$ cat src/rtl/reg_writeback_ctrl.sv
// Register file write-port sequencer: merges ALU results, reg-to-reg moves and
// variable-latency load returns into one registered write per cycle.
module reg_writeback_ctrl #(
    parameter int W = 8,
    parameter int D = 4
) (
    input  logic         clk,
    input  logic         reset,
    input  logic         alu_valid,
    input  logic [D-1:0] alu_dest,
    input  logic [W-1:0] alu_data,
    input  logic         mov_valid,
    input  logic [D-1:0] mov_dest,
    input  logic [D-1:0] mov_src,
    input  logic         load_issue,
    input  logic [D-1:0] load_dest,
    input  logic         mem_valid,
    input  logic [W-1:0] mem_data,
    output logic         stall,
    input  logic [D-1:0] check_reg,
    output logic         check_busy,
    output logic         write_enabled,
    output logic         reg_to_reg,
    output logic [D-1:0] reg_write_number,
    output logic [D-1:0] reg_from_number,
    output logic [W-1:0] reg_write_data
);

    typedef enum logic [1:0] {
        IDLE     = 2'd0,
        WAIT_MEM = 2'd1,
        DRAIN    = 2'd2
    } state_t;

    state_t         state_r;
    logic [D-1:0]   pend_dest_r;
    logic           skid_mov_r;
    logic [D-1:0]   skid_dest_r;
    logic [D-1:0]   skid_src_r;
    logic [W-1:0]   skid_data_r;

    logic           acc_load_s;
    logic           acc_mov_s;
    logic           acc_alu_s;

    // Request arbitration: pick the highest-priority request that has no hazard.
    always_comb begin
        acc_load_s = 1'b0;
        acc_mov_s  = 1'b0;
        acc_alu_s  = 1'b0;
        case (state_r)
            IDLE: begin
                if (load_issue) begin
                    acc_load_s = 1'b1;
                end else if (mov_valid) begin
                    acc_mov_s = 1'b1;
                end else if (alu_valid) begin
                    acc_alu_s = 1'b1;
                end else begin
                    acc_load_s = 1'b0;
                end
            end
            WAIT_MEM: begin
                // Only one load may be outstanding; ops touching its destination wait.
                if (mov_valid && (mov_dest != pend_dest_r) && (mov_src != pend_dest_r)) begin
                    acc_mov_s = 1'b1;
                end else if (alu_valid && (alu_dest != pend_dest_r)) begin
                    acc_alu_s = 1'b1;
                end else begin
                    acc_mov_s = 1'b0;
                end
            end
            default: begin
                acc_load_s = 1'b0;
            end
        endcase
    end

    // Any asserted request that was not accepted must be held upstream.
    always_comb begin
        stall      = (load_issue & ~acc_load_s) | (mov_valid & ~acc_mov_s) | (alu_valid & ~acc_alu_s);
        check_busy = (state_r == WAIT_MEM) && (check_reg == pend_dest_r);
    end

    // Sequencer state, load tracking, skid buffer and registered write port.
    always_ff @(posedge clk or posedge reset) begin
        if (reset) begin
            state_r          <= IDLE;
            pend_dest_r      <= {D{1'b0}};
            skid_mov_r       <= 1'b0;
            skid_dest_r      <= {D{1'b0}};
            skid_src_r       <= {D{1'b0}};
            skid_data_r      <= {W{1'b0}};
            write_enabled    <= 1'b0;
            reg_to_reg       <= 1'b0;
            reg_write_number <= {D{1'b0}};
            reg_from_number  <= {D{1'b0}};
            reg_write_data   <= {W{1'b0}};
        end else begin
            write_enabled <= 1'b0;
            reg_to_reg    <= 1'b0;
            case (state_r)
                IDLE, WAIT_MEM: begin
                    if ((state_r == WAIT_MEM) && mem_valid) begin
                        write_enabled    <= 1'b1;
                        reg_write_number <= pend_dest_r;
                        reg_write_data   <= mem_data;
                        // The load write owns the port; a same-cycle op is parked.
                        if (acc_mov_s || acc_alu_s) begin
                            skid_mov_r  <= acc_mov_s;
                            skid_dest_r <= acc_mov_s ? mov_dest : alu_dest;
                            skid_src_r  <= mov_src;
                            skid_data_r <= alu_data;
                            state_r     <= DRAIN;
                        end else begin
                            state_r <= IDLE;
                        end
                    end else if (acc_load_s) begin
                        pend_dest_r <= load_dest;
                        state_r     <= WAIT_MEM;
                    end else if (acc_mov_s) begin
                        reg_to_reg       <= 1'b1;
                        reg_write_number <= mov_dest;
                        reg_from_number  <= mov_src;
                    end else if (acc_alu_s) begin
                        write_enabled    <= 1'b1;
                        reg_write_number <= alu_dest;
                        reg_write_data   <= alu_data;
                    end else begin
                        state_r <= state_r;
                    end
                end
                DRAIN: begin
                    reg_write_number <= skid_dest_r;
                    if (skid_mov_r) begin
                        reg_to_reg      <= 1'b1;
                        reg_from_number <= skid_src_r;
                    end else begin
                        write_enabled  <= 1'b1;
                        reg_write_data <= skid_data_r;
                    end
                    state_r <= IDLE;
                end
                default: begin
                    state_r <= IDLE;
                end
            endcase
        end
    end

endmodule

$ cat config.mk
export PLATFORM = sky130hd
export DESIGN_NAME = reg_writeback_ctrl
export DESIGN_NICKNAME = d
export VERILOG_FILES = /design/src/rtl/reg_writeback_ctrl.sv
export SDC_FILE = /design/constraint.sdc
export NUM_CORES = 1
export LEC_CHECK = 0
export BUFFER_PORTS_ARGS = -buffer_cell sky130_fd_sc_hd__buf_2
export CAP_MARGIN = 20
export CORE_AREA = 4 4 84 86
export DETAILED_ROUTE_END_ITERATION = 16
export DIE_AREA = 0 0 88 90
export PLACE_DENSITY_LB_ADDON = 0.2
export RECOVER_POWER = 100
export REMOVE_ABC_BUFFERS = 1
export SLEW_MARGIN = 20
export SYNTH_ARGS = -nofsm -noshare
export SYNTH_HDL_FRONTEND = slang
export SYNTH_SLANG_ARGS = --single-unit
$ cat constraint.sdc
create_clock -name clk -period 2.55 [get_ports clk]
set_input_delay 0.255 -clock clk [delete_from_list [all_inputs] [get_ports clk]]
set_output_delay 0.255 -clock clk [all_outputs]
set_load 0.02 [all_outputs]
Word-level counts from Yosys, hierarchy flattened
Cells that the tools add are included.
Cells by class
  equal/unequal tests: 16
  multiplexer cells: 44
  bitwise gates (word level): 9
  reduce and logical (&&, ||, !) cells: 14
Operators by type and width (number)
  8-bit two-way mux: 5
  4-bit two-way mux: 9
  1-bit two-way mux: 19
  4-bit case mux with 2 select lines: 2
  8-bit case mux with 2 select lines: 1
  3-bit != test (second input constant): 4
  4-bit != test: 3
  2-bit != test (second input constant): 5
  5-bit AND reduction: 2
  3-bit AND reduction: 3
  2-bit two-way mux: 4
  1-bit case mux with 2 select lines: 4
  1-bit logical AND: 5
  4-bit equality test: 1
  4-bit != test (second input constant): 1
  1-bit NOT: 4
  1-bit bitwise AND: 3
  2-bit by 1-bit equality test with 1-bit output (second input constant): 1
  2-bit equality test (second input constant): 1
  2-bit zero test: 1
  1-bit bitwise OR: 2
  2-bit nonzero test: 1
  2-bit OR reduction: 1
  1-bit logical OR: 1
Storage, ports and cells
  flip-flop bits (word level): 41
  bits of input ports: 42

Longest topological paths before layout
Gate-level depths: netlist of the first run.
  word-level depth: 10
  mapped depth: 8

Worst setup path before layout of the first run
OpenSTA, ideal clock, no wires.
  path type: register to register
  start: register pend_dest_r[3]
  end: register skid_data_r[3]
  arrival time: 1.849 ns
  slack: 0.577 ns
  cell stages (with the launch flop): 8
  clock period less this slack: 1.973 ns
  cell sequence: dfrtp_1 buf_6 xor2_2 nor4_2 nor3_4 o21ai_4 buf_6 mux2_2
On the way
  word-level cells in the longest chain between the ends: 7
RTL lines
  from (decl): RTL line 36  | logic [D-1:0] pend_dest_r;
  from (signal assigned): RTL line 89  | pend_dest_r <= {D{1'b0}};
  from (signal assigned): RTL line 119  | pend_dest_r <= load_dest;
  4-bit != test (on tied branches): RTL line 67, 65
  1-bit logical AND (on tied branches): RTL line 67, 65
  1-bit two-way mux or 1-bit logical AND (tied branches): RTL line 67, 65
  1-bit two-way mux: RTL line 65  | if (mov_valid && (mov_dest != pend_dest_r) && (mov_src != pend_dest_r)) begin
  1-bit case mux with 2 select lines: RTL line 51  | case (state_r)
  1-bit logical OR (*): RTL line 109  | if (acc_mov_s || acc_alu_s) begin
  3-bit AND reduction (no line) (*)
  to (signal assigned): RTL line 93  | skid_data_r <= {W{1'b0}};
  to (signal assigned): RTL line 113  | skid_data_r <= alu_data;
  to (decl): RTL line 40  | logic [W-1:0] skid_data_r;
Every way passes the cells marked *; elsewhere a longest branch is shown, timed or not.
A chain may end at the register's enable or synchronous reset.

Worst setup path in the final report of the first run
  start: register pend_dest_r[3]
  end: output stall
On the way
  word-level cells in the longest chain between the ends: 9
RTL lines
  4-bit != test: RTL line 65
  1-bit logical AND (2 in a row): RTL line 65
  1-bit two-way mux: RTL line 65
  1-bit case mux with 2 select lines: RTL line 51
  1-bit NOT: RTL line 81  | stall = (load_issue & ~acc_load_s) | (mov_valid & ~acc_mov_s) | (alu_valid & ~acc_alu_s);
  1-bit bitwise AND: RTL line 81
  1-bit bitwise OR: RTL line 81
  1-bit bitwise OR (*): RTL line 81
  to (decl): RTL line 19  | output logic stall,
Marks and branches as above.

==> results of run 1 <==
==> cells in the final DEF (no fill, tap or decap), drive strengths merged, types with 2 or more instances in the layout <==
master	Yosys	layout
nand3	2	2
o21ai	11	11
inv	9	9
nor3	3	3
dfrtp	41	41
nor2	4	4
xor2	5	5
mux2i	12	12
mux2	40	40
buf	9	46
o21a	2	2
a21oi	13	13
a211o	4	4
a21o	2	2
xnor2	11	11
a31oi	4	4
clkbuf	4	29
nand2	15	15
nand4	3	3
nand2b	8	8
==> critical path, cell delays in order, from the launching register on <==
cell and delay, ns:
sky130_fd_sc_hd__dfrtp_1 0.51, sky130_fd_sc_hd__xor2_2 0.23, sky130_fd_sc_hd__nor4_2 0.40, sky130_fd_sc_hd__nor3_4 0.09, sky130_fd_sc_hd__o21ai_0 0.16, sky130_fd_sc_hd__o21a_1 0.14
sky130_fd_sc_hd__clkbuf_1 0.23
==> how the worst min path moves through the flow <==
stage	startpoint	end	slack [ns]	cells past startpoint
after floorplan	alu_data[0]	skid_data_r[0]	0.39	1
after global placement	reset	skid_data_r[6]	0.42	3
after detailed placement	reset	skid_data_r[6]	0.43	3
final	load_dest[1]	pend_dest_r[1]	0.19	2
after global routing	load_dest[1]	pend_dest_r[1]	0.18	2
after CTS	reset	reg_from_number[0]	0.09	3
==> logic make-up after synthesis <==
| logic type | Yosys count | share of synthesized area |
|---|---|---|
| muxes | 52 | 0.246 |
| and+or+nand+nor | 41 | 0.0979 |
| DFF | 41 | 0.420 |
| AOI/OAI and AO/OA | 40 | 0.108 |
| buffers and inverters | 22 | 0.0538 |
| xor gates and xnor gates | 16 | 0.0697 |
| adders and majority gates | 1 | 0.00410 |
==> through the flow <==
step / worst slack [ns] / utilization
after floorplan: 0.0169 / -
after global placement: 0.280 / 0.447
after detailed placement: 0.247 / 0.447
after CTS: 0.222 / 0.462
after global routing: 0.0876 / 0.451
final: 0.238 / 0.451
==> where the power goes <==
part / switching, mW / total [mW] / internal (mW) / leakage, nW
sequential: 0.240 / 1.21 / 0.970 / 0.490
combinational: 0.733 / 1.38 / 0.644 / 0.722
clock: 0.224 / 0.438 / 0.214 / 0.0433
total: 1.20 / 3.03 / 1.83 / 1.26
==> layout make-up <==
cell class / count / area, um2 / share of cell area
clock inverter: 1 / 7.51 / 0.00265
sequential: 41 / 1030 / 0.362
inverter: 9 / 33.8 / 0.0119
timing repair buffer: 69 / 332 / 0.117
clock buffer: 6 / 82.6 / 0.0292
tap: 77 / 96.3 / 0.0340
multi-input combinational: 150 / 1250 / 0.443
==> layer usage <==
metal  wire (um)  vias to the layer above
met5           0                        -
met2        2560                       33
met3         232                        9
met4          93                        0
li1            -                      873
met1        2490                      872
==> out/metrics.cfg, run 1 <==
[worst_hold_path]
hold_class = in2reg

[synth]
synth_async_sr_flop_share = 1.00
synth_seq_area_share = 0.420
synth.cell_area_um2 = 2440
yosysWarningCount = 0
synth_area_leader_cell = sky130_fd_sc_hd__dfrtp_1
synthDominantCellAreaShare = 0.420
synth_cells = 213
synth_cell_type_count = 41
synth-edff-count = 0
synthesis.area_per_instance_um2 = 11.5
synth_top_cells_by_area = sky130_fd_sc_hd__dfrtp_1 (42%), sky130_fd_sc_hd__mux2_2 (13%), sky130_fd_sc_hd__mux2i_1 (4.9%), sky130_fd_sc_hd__mux2_4 (4.9%), sky130_fd_sc_hd__xnor2_1 (3.9%)
synthMostInstantiatedCell = sky130_fd_sc_hd__dfrtp_1
ys.flop_type = sky130_fd_sc_hd__dfrtp_1
yosys-top-cells-count = sky130_fd_sc_hd__dfrtp_1 (41), sky130_fd_sc_hd__mux2_2 (28), sky130_fd_sc_hd__nand2_1 (15), sky130_fd_sc_hd__a21oi_1 (12), sky130_fd_sc_hd__mux2i_1 (12)
ys_ff_latch = 41

[timing]
hold_slack_ns = 0.193
skew_ns = 0.00864
setup_tns_ns = 0
grt_setup_unrepaired = no
final_min_period_over_clock_period = 0.907
fmax_mhz = 432
tightestPinTransition_ns = 1.01
finalWorstPathRequiredPeriod_ns = 2.31
final-hold-violation-count = 0
max-slew-margin-rel = 0.324
report.final.slew_viol_count = 0
setup_viol = 0

[clocking]
cts.reportedPaths.clkPinSlew_ns = 0.08
tritoncts.num_buffers = 5
cts.htree.levels = 2
cts-root-to-sink-buffers = 2
postCtsHoldBufs = 0
post_cts.resized_instances = 0
clock_tree.root_cell = sky130_fd_sc_hd__clkbuf_8
numClockSinks = 41
clock_latency_ns = 0.29
post-cts-setup-buffer-count = 0
cts_tree = done

[cells_and_area]
area.growth.synth_to_final_pct = 16.0
layout.cells.non_filler = 353
final_layout_size_suffix_gt1_frac = 0.344
post_route_design_area_um2 = 2830
layout.nets = 318
antenna_cells_inserted = 0
nFillCells = 636
biggestRegsByFlops = reg_write_data (8), skid_data_r (8)

[setup_path]
critical_path.startpoint = pend_dest_r[3]
cp_data_required_time_ns = 2.30
timing.critical_path.to_type = primary output
timing_worst_setup_path_type = reg2out
cp_max_fo = 7
crit_end = stall
r2r_start = pend_dest_r[3]
timing.critical_path.arrival_ns = 2.06
reg2reg_to = skid_data_r[5]
timing.critical_path.from_type = register
ff2ff_setup_slack_ns = 0.24
r2r_cells = 6

[global_routing]
grt_util_met2 = 0.220
grt_pass1_vias = 1830
grtUsageMet3 = 0.0320
global_route.overflow_total = 0
global_route.usage.met1 = 0.198
grt_first_pass_wirelength_um = 8970
grt_antenna_before_repair = 0
grt_max_degree = 42
track_usage = 0.143
grt.busiest_layer = met2

[run_status]
outcome = completed

[run]
cap_violations = 0

[drt]
firstDrtPassIters = 4
drtIter0Drc = 90
final_wirelength_um = 5370
route.antenna.remaining_nets = 0
wl_per_cell_um = 15.2
drc = 0
detailroute.via_count = 1787
routed_via_density = 5.06

[place]
dpl.hpwl_um = 4020
finalWeightedCongestion = 0.873
placed_cells = 346
numPortBuffers = 61
placed_area_um2 = 2810

[pwr]
finalPower_mw = 3.03
max-vdd-ir-drop_mv = 0.405
leakagePower_nw = 1.26
pwr_density_cell_nw_per_um2 = 1070

[floorplan]
die-height_um = 90
io-pin-count = 62
die_area_um2 = 7920
std_cell_rows = 29
floorplan.die.width_um = 88
initial_util = 0.389
core_um2 = 6280

No activity file was read; power rests on OpenSTA's default activity.
==> run 2: changes to the inputs <==
Settings changed: PLACE_DENSITY from default to 0.64, PLACE_DENSITY_LB_ADDON 0.2 to default.
==> run 2 against run 1 <==
  * Global-route usage up 0.38 points
  * Sequential share of layout area down 0.46 points
  * Sequential cell count unchanged
  * Critical path type unchanged
  * Fmax up 1.2%
  * Combinational power about the same
  * Largest cell class unchanged
  * Sequential power about the same
==> out/metrics.cfg, run 2 (synthesized netlist as in run 1, its figures left out) <==
[cells_and_area]
utilization = 0.457  ; +0.00578
nFillCells = 630  ; -0.94%
biggestRegsByFlops = reg_write_data (8), skid_data_r (8)
antenna_cells_inserted = 0  ; unchanged
post_route_design_area_um2 = 2870  ; +1.3%
final_layout_size_suffix_gt1_frac = 0.336  ; -0.00846
layout.nets = 318  ; unchanged
area.growth.synth_to_final_pct = 17.5
layout.cells.most_common_list = sky130_fd_sc_hd__buf_2 (41), sky130_fd_sc_hd__dfrtp_1 (41), sky130_fd_sc_hd__mux2_2 (28)
layout.cells.non_filler = 354  ; +0.28%

[drt]
firstDrtPassIters = 4  ; unchanged
drc = 0  ; unchanged
met3RoutedLength_um = 239  ; +3.0%
route.layer.met1.wl_um = 2510  ; +1.0%
drtIter0Drc = 66  ; -27%
wl_per_cell_um = 15.5  ; +2.0%
route.antenna.remaining_nets = 0  ; unchanged
final_wirelength_um = 5490  ; +2.3%
top_layer = met4
sum_of_met2_wire_segment_lengths_after_detailed_routing_um = 2640  ; +3.4%
routed_via_density = 5.07  ; +0.11%
detailroute.via_count = 1794  ; +0.39%

[floorplan]
io-pin-count = 62  ; unchanged
std_cell_rows = 29  ; unchanged
die-height_um = 90  ; unchanged
die_area_um2 = 7920  ; unchanged
core_um2 = 6280  ; unchanged
initial_util = 0.389  ; unchanged
floorplan.die.width_um = 88  ; unchanged

[global_routing]
grt_pass1_vias = 1865  ; +1.9%
track_usage = 0.147  ; +0.00385
global_route.overflow_total = 0  ; unchanged
grt_first_pass_wirelength_um = 9120  ; +1.7%
grt_antenna_before_repair = 0  ; unchanged
grt_max_degree = 42  ; unchanged

[timing]
fmax_mhz = 438  ; +1.2%
setup_viol = 0  ; unchanged
setup_tns_ns = 0  ; unchanged
max-slew-margin-rel = 0.320  ; -0.00400
grt_setup_unrepaired = no
tightestPinTransition_ns = 1.02  ; +0.00600 ns
final_min_period_over_clock_period = 0.896  ; -0.0109
hold_slack_ns = 0.174  ; -0.0184 ns
skew_ns = 0.00904  ; +0.000403 ns
finalWorstPathRequiredPeriod_ns = 2.28  ; -0.0277 ns
report.final.slew_viol_count = 0  ; unchanged
final-hold-violation-count = 0  ; unchanged

[clocking]
cts_tree = done
postCtsHoldBufs = 0  ; unchanged
cts-root-to-sink-buffers = 2  ; unchanged
cts.reportedPaths.clkPinSlew_ns = 0.09  ; about the same
clock_latency_ns = 0.30  ; about the same
cts.htree.levels = 2  ; unchanged
post-cts-setup-buffer-count = 0  ; unchanged
clock_tree.root_cell = sky130_fd_sc_hd__clkbuf_8
post_cts.resized_instances = 0  ; unchanged
numClockSinks = 41  ; unchanged
tritoncts.num_buffers = 5  ; unchanged

[setup_path]
timing.critical_path.from_type = register
cp_max_fo = 7  ; unchanged
cp_data_required_time_ns = 2.30  ; about the same
timing_worst_setup_path_type = reg2out
timing.critical_path.to_type = primary output
timing.critical_path.arrival_ns = 2.03  ; -0.03 ns

[place]
placed_area_um2 = 2810  ; unchanged
dpl.hpwl_um = 4010  ; -0.26%
numPortBuffers = 61  ; unchanged
finalWeightedCongestion = 0.868  ; -0.52%
placed_cells = 346  ; unchanged

[run]
cap_violations = 0  ; unchanged

[pwr]
leakagePower_nw = 1.28  ; +1.6%
max-vdd-ir-drop_mv = 0.602  ; +49%
pwr_density_cell_nw_per_um2 = 1120  ; +5.3%

[worst_hold_path]
hold_class = in2reg

[run_status]
outcome = completed

## run 2: worst max-delay path: stages (launching register included)
cell and delay (ns):
sky130_fd_sc_hd__dfrtp_1 0.50, sky130_fd_sc_hd__xor2_2 0.22, sky130_fd_sc_hd__nor4_2 0.40, sky130_fd_sc_hd__nor3_4 0.09
sky130_fd_sc_hd__o21ai_0 0.16, sky130_fd_sc_hd__o21a_1 0.14, sky130_fd_sc_hd__clkbuf_1 0.23
## run 2: power breakdown
group / internal [mW] / leakage [nW] / total, mW / switching (mW)
combinational: 0.636 / 0.717 / 1.38 / 0.746
sequential: 0.970 / 0.490 / 1.20 / 0.234
clock: 0.394 / 0.0687 / 0.640 / 0.246
total: 2.00 / 1.28 / 3.23 / 1.23
## run 2: final timing paths
kind / cells past startpoint / slack, ns / start / end
worst max-delay path: 6 / 0.27 / pend_dest_r[3] / stall
worst min-delay path: 2 / 0.17 / alu_data[0] / skid_data_r[0]
worst max register to register: 6 / 0.27 / pend_dest_r[3] / skid_data_r[6]
worst min register to register: 1 / 0.50 / skid_data_r[0] / skid_data_r[0]
max in group asynchronous: 3 / 1.67 / reset / skid_dest_r[1]
min in group asynchronous: 3 / 0.26 / reset / reg_write_data[1]
## run 2: cell type report
class	count	area (um2)	area share
clock buffer	5	68.8	0.0240
clock inverter	3	68.8	0.0240
inverter	9	33.8	0.0118
multi-input combinational	150	1250	0.435
sequential	41	1030	0.358
tap	77	96.3	0.0336
timing repair buffer	69	328	0.114
## run 2: through the flow
| stage | setup slack, ns | total power [mW] |
|---|---|---|
| global route | 0.122 | 3.45 |
| floorplan | 0.0169 | 2.30 |
| CTS | 0.241 | 3.40 |
| global placement | 0.277 | 2.72 |
| detailed placement | 0.249 | 2.75 |
| finish | 0.265 | 3.23 |
## run 2: metal layers
| metal | up-vias | global-route usage |
|---|---|---|
| li1 | 872 | - |
| met1 | 868 | 0.206 |
| met2 | 45 | 0.223 |
| met3 | 9 | 0.0302 |
| met4 | 0 | 0.0550 |
| met5 | - | 0 |
